### src/rtl/serial_tx_cnt_shift.sv
// serial_tx_cnt_shift: framed parallel-in/serial-out transmitter (start bit 1, then WIDTH data bits MSB first)
module serial_tx_cnt_shift #(
  parameter int WIDTH = 8,
  parameter int CNT_W = 4
) (
  input  logic             clk,
  input  logic             rst,
  input  logic             en,
  input  logic             start,
  input  logic [WIDTH-1:0] PI,
  output logic             so,
  output logic             busy,
  output logic             done,
  output logic [CNT_W-1:0] bit_cnt
);
  typedef enum logic [1:0] {IDLE, SSTART, DATA, FIN} state_t;
  state_t           state_q, state_d;
  logic [WIDTH-1:0] shreg_q, shreg_d;
  logic [CNT_W-1:0] cnt_q, cnt_d;
  logic             so_q, so_d, busy_q, busy_d, done_q, done_d;
  always_comb begin
    state_d = state_q;
    shreg_d = shreg_q;
    cnt_d   = cnt_q;
    so_d    = so_q;
    busy_d  = busy_q;
    done_d  = done_q;
    if (en) begin
      case (state_q)
        SSTART: begin
          so_d    = shreg_q[WIDTH-1];
          shreg_d = shreg_q << 1;
          cnt_d   = '0;
          state_d = DATA;
        end
        DATA: begin
          if (cnt_q == CNT_W'(WIDTH - 1)) begin
            so_d    = 1'b0;
            busy_d  = 1'b0;
            done_d  = 1'b1;
            cnt_d   = '0;
            state_d = FIN;
          end else begin
            so_d    = shreg_q[WIDTH-1];
            shreg_d = shreg_q << 1;
            cnt_d   = cnt_q + CNT_W'(1);
          end
        end
        default: begin
          // IDLE and FIN both accept a word; FIN accepting gives the back-to-back single-gap case
          if (start) begin
            shreg_d = PI;
            so_d    = 1'b1;
            busy_d  = 1'b1;
            done_d  = 1'b0;
            cnt_d   = '0;
            state_d = SSTART;
          end else begin
            so_d    = 1'b0;
            busy_d  = 1'b0;
            done_d  = 1'b0;
            state_d = IDLE;
          end
        end
      endcase
    end
  end
  always_ff @(posedge clk or negedge rst) begin
    if (!rst) begin
      state_q <= IDLE;
      shreg_q <= '0;
      cnt_q   <= '0;
      so_q    <= 1'b0;
      busy_q  <= 1'b0;
      done_q  <= 1'b0;
    end else begin
      state_q <= state_d;
      shreg_q <= shreg_d;
      cnt_q   <= cnt_d;
      so_q    <= so_d;
      busy_q  <= busy_d;
      done_q  <= done_d;
    end
  end
  assign so      = so_q;
  assign busy    = busy_q;
  assign done    = done_q;
  assign bit_cnt = cnt_q;
endmodule

### config.mk
export PLATFORM = sky130hd
export DESIGN_NAME = serial_tx_cnt_shift
export DESIGN_NICKNAME = d
export VERILOG_FILES = /design/src/rtl/serial_tx_cnt_shift.sv
export SDC_FILE = /design/constraint.sdc
export NUM_CORES = 1
export LEC_CHECK = 0
export ABC_AREA = 1
export CORE_MARGIN = 5
export CORE_UTILIZATION = 53
export DETAILED_ROUTE_END_ITERATION = 12
export PLACE_DENSITY = 0.81
export SLEW_MARGIN = 20
export SYNTH_ARGS = -nofsm -noshare
export SYNTH_HDL_FRONTEND = slang
export SYNTH_SLANG_ARGS = --single-unit
### constraint.sdc
create_clock -name clk -period 2.4 [get_ports clk]
set_clock_uncertainty 0.1 [all_clocks]
set_input_delay 0.36 -clock clk [delete_from_list [all_inputs] [get_ports clk]]
set_output_delay 0.36 -clock clk [all_outputs]
set_load 0.01 [all_outputs]
## Word-level counts from Yosys, hierarchy flattened

Cells that the tools add are included.

- Input bits: 12
- Bits in registers: 17
- Output and inout port bits: 7

- Muxes and demuxes: 16
- Reductions and logical operators: 5
- Bitwise logic cells: 1
- Equality and inequality tests: 5
- Add/sub/neg operators: 1

Operator list:

| kind | count |
|---|---|
| 2-to-1 mux 8 bit | 2 |
| case mux 8 bit (2 select lines) | 1 |
| 2-to-1 mux 4 bit | 2 |
| case mux 4 bit (2 select lines) | 1 |
| case mux 1 bit (2 select lines) | 3 |
| AND reduction 3 bit | 2 |
| 2-to-1 mux 1 bit | 5 |
| adder 4 x 1 -> 4 bit (second input constant) | 1 |
| == test 4 x 3 -> 1 bit (second input constant) | 1 |
| != test 2 bit (second input constant) | 2 |
| case mux 2 bit (2 select lines) | 1 |
| AND reduction 2 bit | 2 |
| nonzero test 3 bit | 1 |
| == test 2 x 1 -> 1 bit (second input constant) | 1 |
| == test 2 bit (second input constant) | 1 |
| 2-to-1 mux 2 bit | 1 |
| NOT 1 bit | 1 |

## Logic depth before layout (Yosys ltp)

- Depth after elaboration: 3
- Gate-level depth with buffers: 9
- Mapped depth without buffers: 8

## Least setup slack after synthesis

OpenSTA, ideal clock, no wires.

- Kind: reg-to-reg
- From: reg cnt_q[0] (netlist: bit_cnt[0])
- To: reg shreg_q[5]
- Arrival: 1213 ps
- Required time: 2183 ps
- Path buffers: 1
- Stages on the path, launching flop included: 8
- Path slack: 970 ps
- Cells stage by stage: dfrtp_1 > ha_1 > nand3_1 > nor2_2 > nor2_8 > buf_12 > nand2_2 > o21ai_2

- Word-level cells in the longest chain between the ends: 3

RTL lines:

| item | line | text |
|---|---|---|
| start, declared | 19 | `logic [CNT_W-1:0] cnt_q, cnt_d;` |
| start signal, assigned | 79 | `cnt_q <= cnt_d;` |
| == test 4 x 3 -> 1 bit | 37 | `if (cnt_q == CNT_W'(WIDTH - 1)) begin` |
| != test 2 bit (no line) | n/a |  |
| AND reduction 3 bit (no line) | n/a |  |
| end signal, assigned | 78 | `shreg_q <= shreg_d;` |
| end, declared | 18 | `logic [WIDTH-1:0] shreg_q, shreg_d;` |

No other way between the ends.
A chain may end at the register's enable or synchronous reset.

## Final worst setup path

- From: reg cnt_q[0] (netlist: bit_cnt[0])
- To: out bit_cnt[0]

RTL lines:

| item | line | text |
|---|---|---|
| end, declared | 14 | `output logic [CNT_W-1:0] bit_cnt` |

No word-level cell between the ends.

==> impl_metrics.tcl <==
set metrics [dict create \
    status "completed" \
    yosys.area.top_type "dfrtp_1" \
    path_delay_family "buffers and inverters" \
    hold_path_depth 2 \
    fin_nets 147 \
    p_per_area_mw_per_mm2 1113 \
    setup-violations-final 0 \
    wirelength_mm 1.650 \
    post_cts_resized 0 \
    yosysMostFrequentCell "nand2_1" \
    worst-setup-path-type "flip-flop to output port" \
    rsz0062_at_grt "no" \
    portBuffers 18 \
    syn_to_final_growth_pct 22.18 \
    critPathMaxFanout 5 \
    grt_usage 0.1436 \
    r2r_start "state_q[0]$_DFFE_PN0P_" \
    clk_pin_slew_ns 0.10 \
    drtIter0Drc 9 \
    synth_top_flop_cell "dfrtp_1" \
    worstMarginPinSlew_ns 0.7609 \
    clkSinkCount 17 \
    min_path_type "flip-flop to flip-flop" \
    hold_end "done$_DFFE_PN0P_" \
    synthTopCellsByCount "nand2_1 (29), dfrtp_1 (17), inv_1 (16)" \
    p_clk_frac 0.114 \
    syn-cell-area_um2 942.2 \
    insertion_delay_ns 0.28 \
    period_share 0.7124 \
    timing.fmax_ghz 0.5849 \
    irDropWorstVdd_uv 747.1 \
    wl_met2_um 804 \
    crit_chain "clkdlybuf4s50_1" \
    avgSynthCellArea_um2 8.412 \
    max-slew-margin-rel 0.4912 \
    ys_seq_area_frac 0.4515 \
    ioPinCount 19 \
    diodes 0 \
    finalHoldViolCount 0 \
    gp_congestion 0.8711 \
    crit_arrival_ns 1.25 \
    intPower_w 0.0007408 \
    place_hpwl_mm 1.308 \
    seqPwrFrac 0.356 \
    antenna_left 0 \
    netSwitchingFraction 0.4217 \
    grt_pass1_vias 736 \
    grt_max_degree 21 \
    vias_per_cell 4.795 \
    rows 15 \
    drv_slew 0 \
    pwr-share-comb 0.530 \
    top_layer "met4" \
    dieArea_mm2 0.002721 \
    ys_types 19 \
    yosys_register_bits 17 \
    antenna_found_initial 0 \
    wl_met3_um 79 \
    ys_warn_count 0 \
    worstSetupStartpointType "flip-flop" \
    grt.overflow.total 0 \
    fin_setup_tns_ns 0 \
    synthTopCellsByArea "dfrtp_1 (45%), nand2_1 (12%), o21ai_2 (7.4%)" \
    dr.pass1.iters 4 \
    grt_pass1_wl_mm 2.911 \
    die_y_um 52.16 \
    syn_nets 127 \
    fp.coreArea_mm2 0.001708 \
    htree_levels 1 \
    synth-async-reset-ratio 1.000 \
    holdBufCountCts 0 \
    cp_num_buf_inv 1 \
    critPathCaptureType "output port" \
    worst_path_max_delay_cell "clkdlybuf4s50_1" \
    clockBufferDepth 2 \
    drive_gt1_frac 0.1450 \
    clockRootBuffer "clkbuf_4" \
    maxCapViolCount 0 \
    wl_per_cell_um 10.58 \
    synthCells 112 \
    post-route-drc-count 0 \
    reg2reg_depth 5 \
    fin_util 0.6740 \
    cts_made_buffers 3 \
    cp.required_ns 1.94 \
    switchingPower_w 0.0005402 \
    postCtsSetupBuffers 0 \
    p_leak_nw 0.5434 \
    synth-edff-count 0 \
    routedLengthMet1_um 751 \
    hold_start "done$_DFFE_PN0P_" \
    post-route-min-period_ns 1.710 \
    vias 748 \
    synth_top_area_frac 0.4515 \
    start_util 0.5516 \
    ff2ff_setup_slack_ns 0.77 \
    die_w_um 52.16 \
    cts_tree "built" \
    rr_endpoint "shreg_q[6]$_DFFE_PN0P_" \
    cp_slowest_stage_delay_ns 0.56 \
]
## flip-flops by register name (all words and copies together) (netlist names)
name and flops:
bit_cnt 4, busy 1, done 1, shreg_q 8
so 1, state_q 2
## cell families (layout without fill, tap and decap cells)
family / Yosys count / after routing / synth area share
AND/OR/NAND/NOR: 46 / 46 / 0.2364
AO/OA/AOI/OAI: 25 / 25 / 0.1647
flip-flops: 17 / 17 / 0.4515
adder cells (fa/ha/maj): 3 / 3 / 0.03984
XOR/XNOR: 1 / 1 / 0.009298
buffers and inverters: 20 / 39 / 0.09826
## routing by layer
metal  GRT usage  vias to the layer above
met2      0.2552                       14
met4     0.05106                        0
met5           0                        -
met3     0.02865                        2
li1            -                      393
met1      0.1700                      339
## worst register-to-register path, delay by kind of cell, from the launching register on
family | cells | cell delay, ns
flops | 1 | 0.37
compound gates | 2 | 0.27
fa+ha+maj | 1 | 0.62
simple gates | 1 | 0.11
buf+inv | 1 | 0.06
## metrics by stage
step	instances	worst slack [ns]	power [W]	instance area [µm²]	hold slack (ns)
2_1_floorplan	112	0.9699	0.0009715	942.2	-0.03559
3_3_place_gp	152	0.6749	0.001118	1125	0.3667
3_5_place_dp	152	0.6098	0.001149	1125	0.3725
4_1_cts	156	0.6719	0.001297	1151	0.3955
5_1_grt	156	0.6353	0.001405	1151	0.4164
6_report	156	0.6902	0.001281	1151	0.3900
## area by class of cell
class / instances / area, µm²
clock buffer: 4 / 26.28
fill: 151 / 556.8
inverter: 17 / 63.81
multi-input combinational: 75 / 424.2
sequential: 17 / 425.4
tap: 25 / 31.28
timing repair buffer: 18 / 180.2
## worst max path at each step
stage / cells after the start / end / from
finish: 1 / bit_cnt[0] / bit_cnt[0]$_DFFE_PN0P_
global route: 1 / bit_cnt[0] / bit_cnt[0]$_DFFE_PN0P_
CTS: 1 / bit_cnt[0] / bit_cnt[0]$_DFFE_PN0P_
global placement: 7 / shreg_q[1]$_DFFE_PN0P_ / start
floorplan: 7 / shreg_q[5]$_DFFE_PN0P_ / bit_cnt[0]$_DFFE_PN0P_
detailed placement: 5 / shreg_q[0]$_DFFE_PN0P_ / en
## power by group through the flow
stage                     combinational (W)  clock [W]  sequential, W
final                              0.000679   0.000146       0.000456
after global routing               0.000770   0.000165       0.000470
after CTS                          0.000689   0.000152       0.000456
after detailed placement           0.000687          0       0.000462
after global placement             0.000660          0       0.000458
after floorplan                    0.000502          0       0.000469
## layout by cell type (no fill, tap or decap)
cell type / count
dfrtp_1: 17
nor2_8: 1
nor2_2: 2
o21ai_2: 8
nand2_4: 2
xor2_1: 1
nand3_1: 4
nand2_1: 29
clkdlybuf4s50_1: 18
clkbuf_4: 3
a21oi_1: 5
inv_2: 1
ha_1: 3
inv_1: 16
nand2_2: 2
clkbuf_1: 1
o21ai_0: 12
nand3b_1: 1
nor2_1: 5
(Power assumes the default switching activity.)
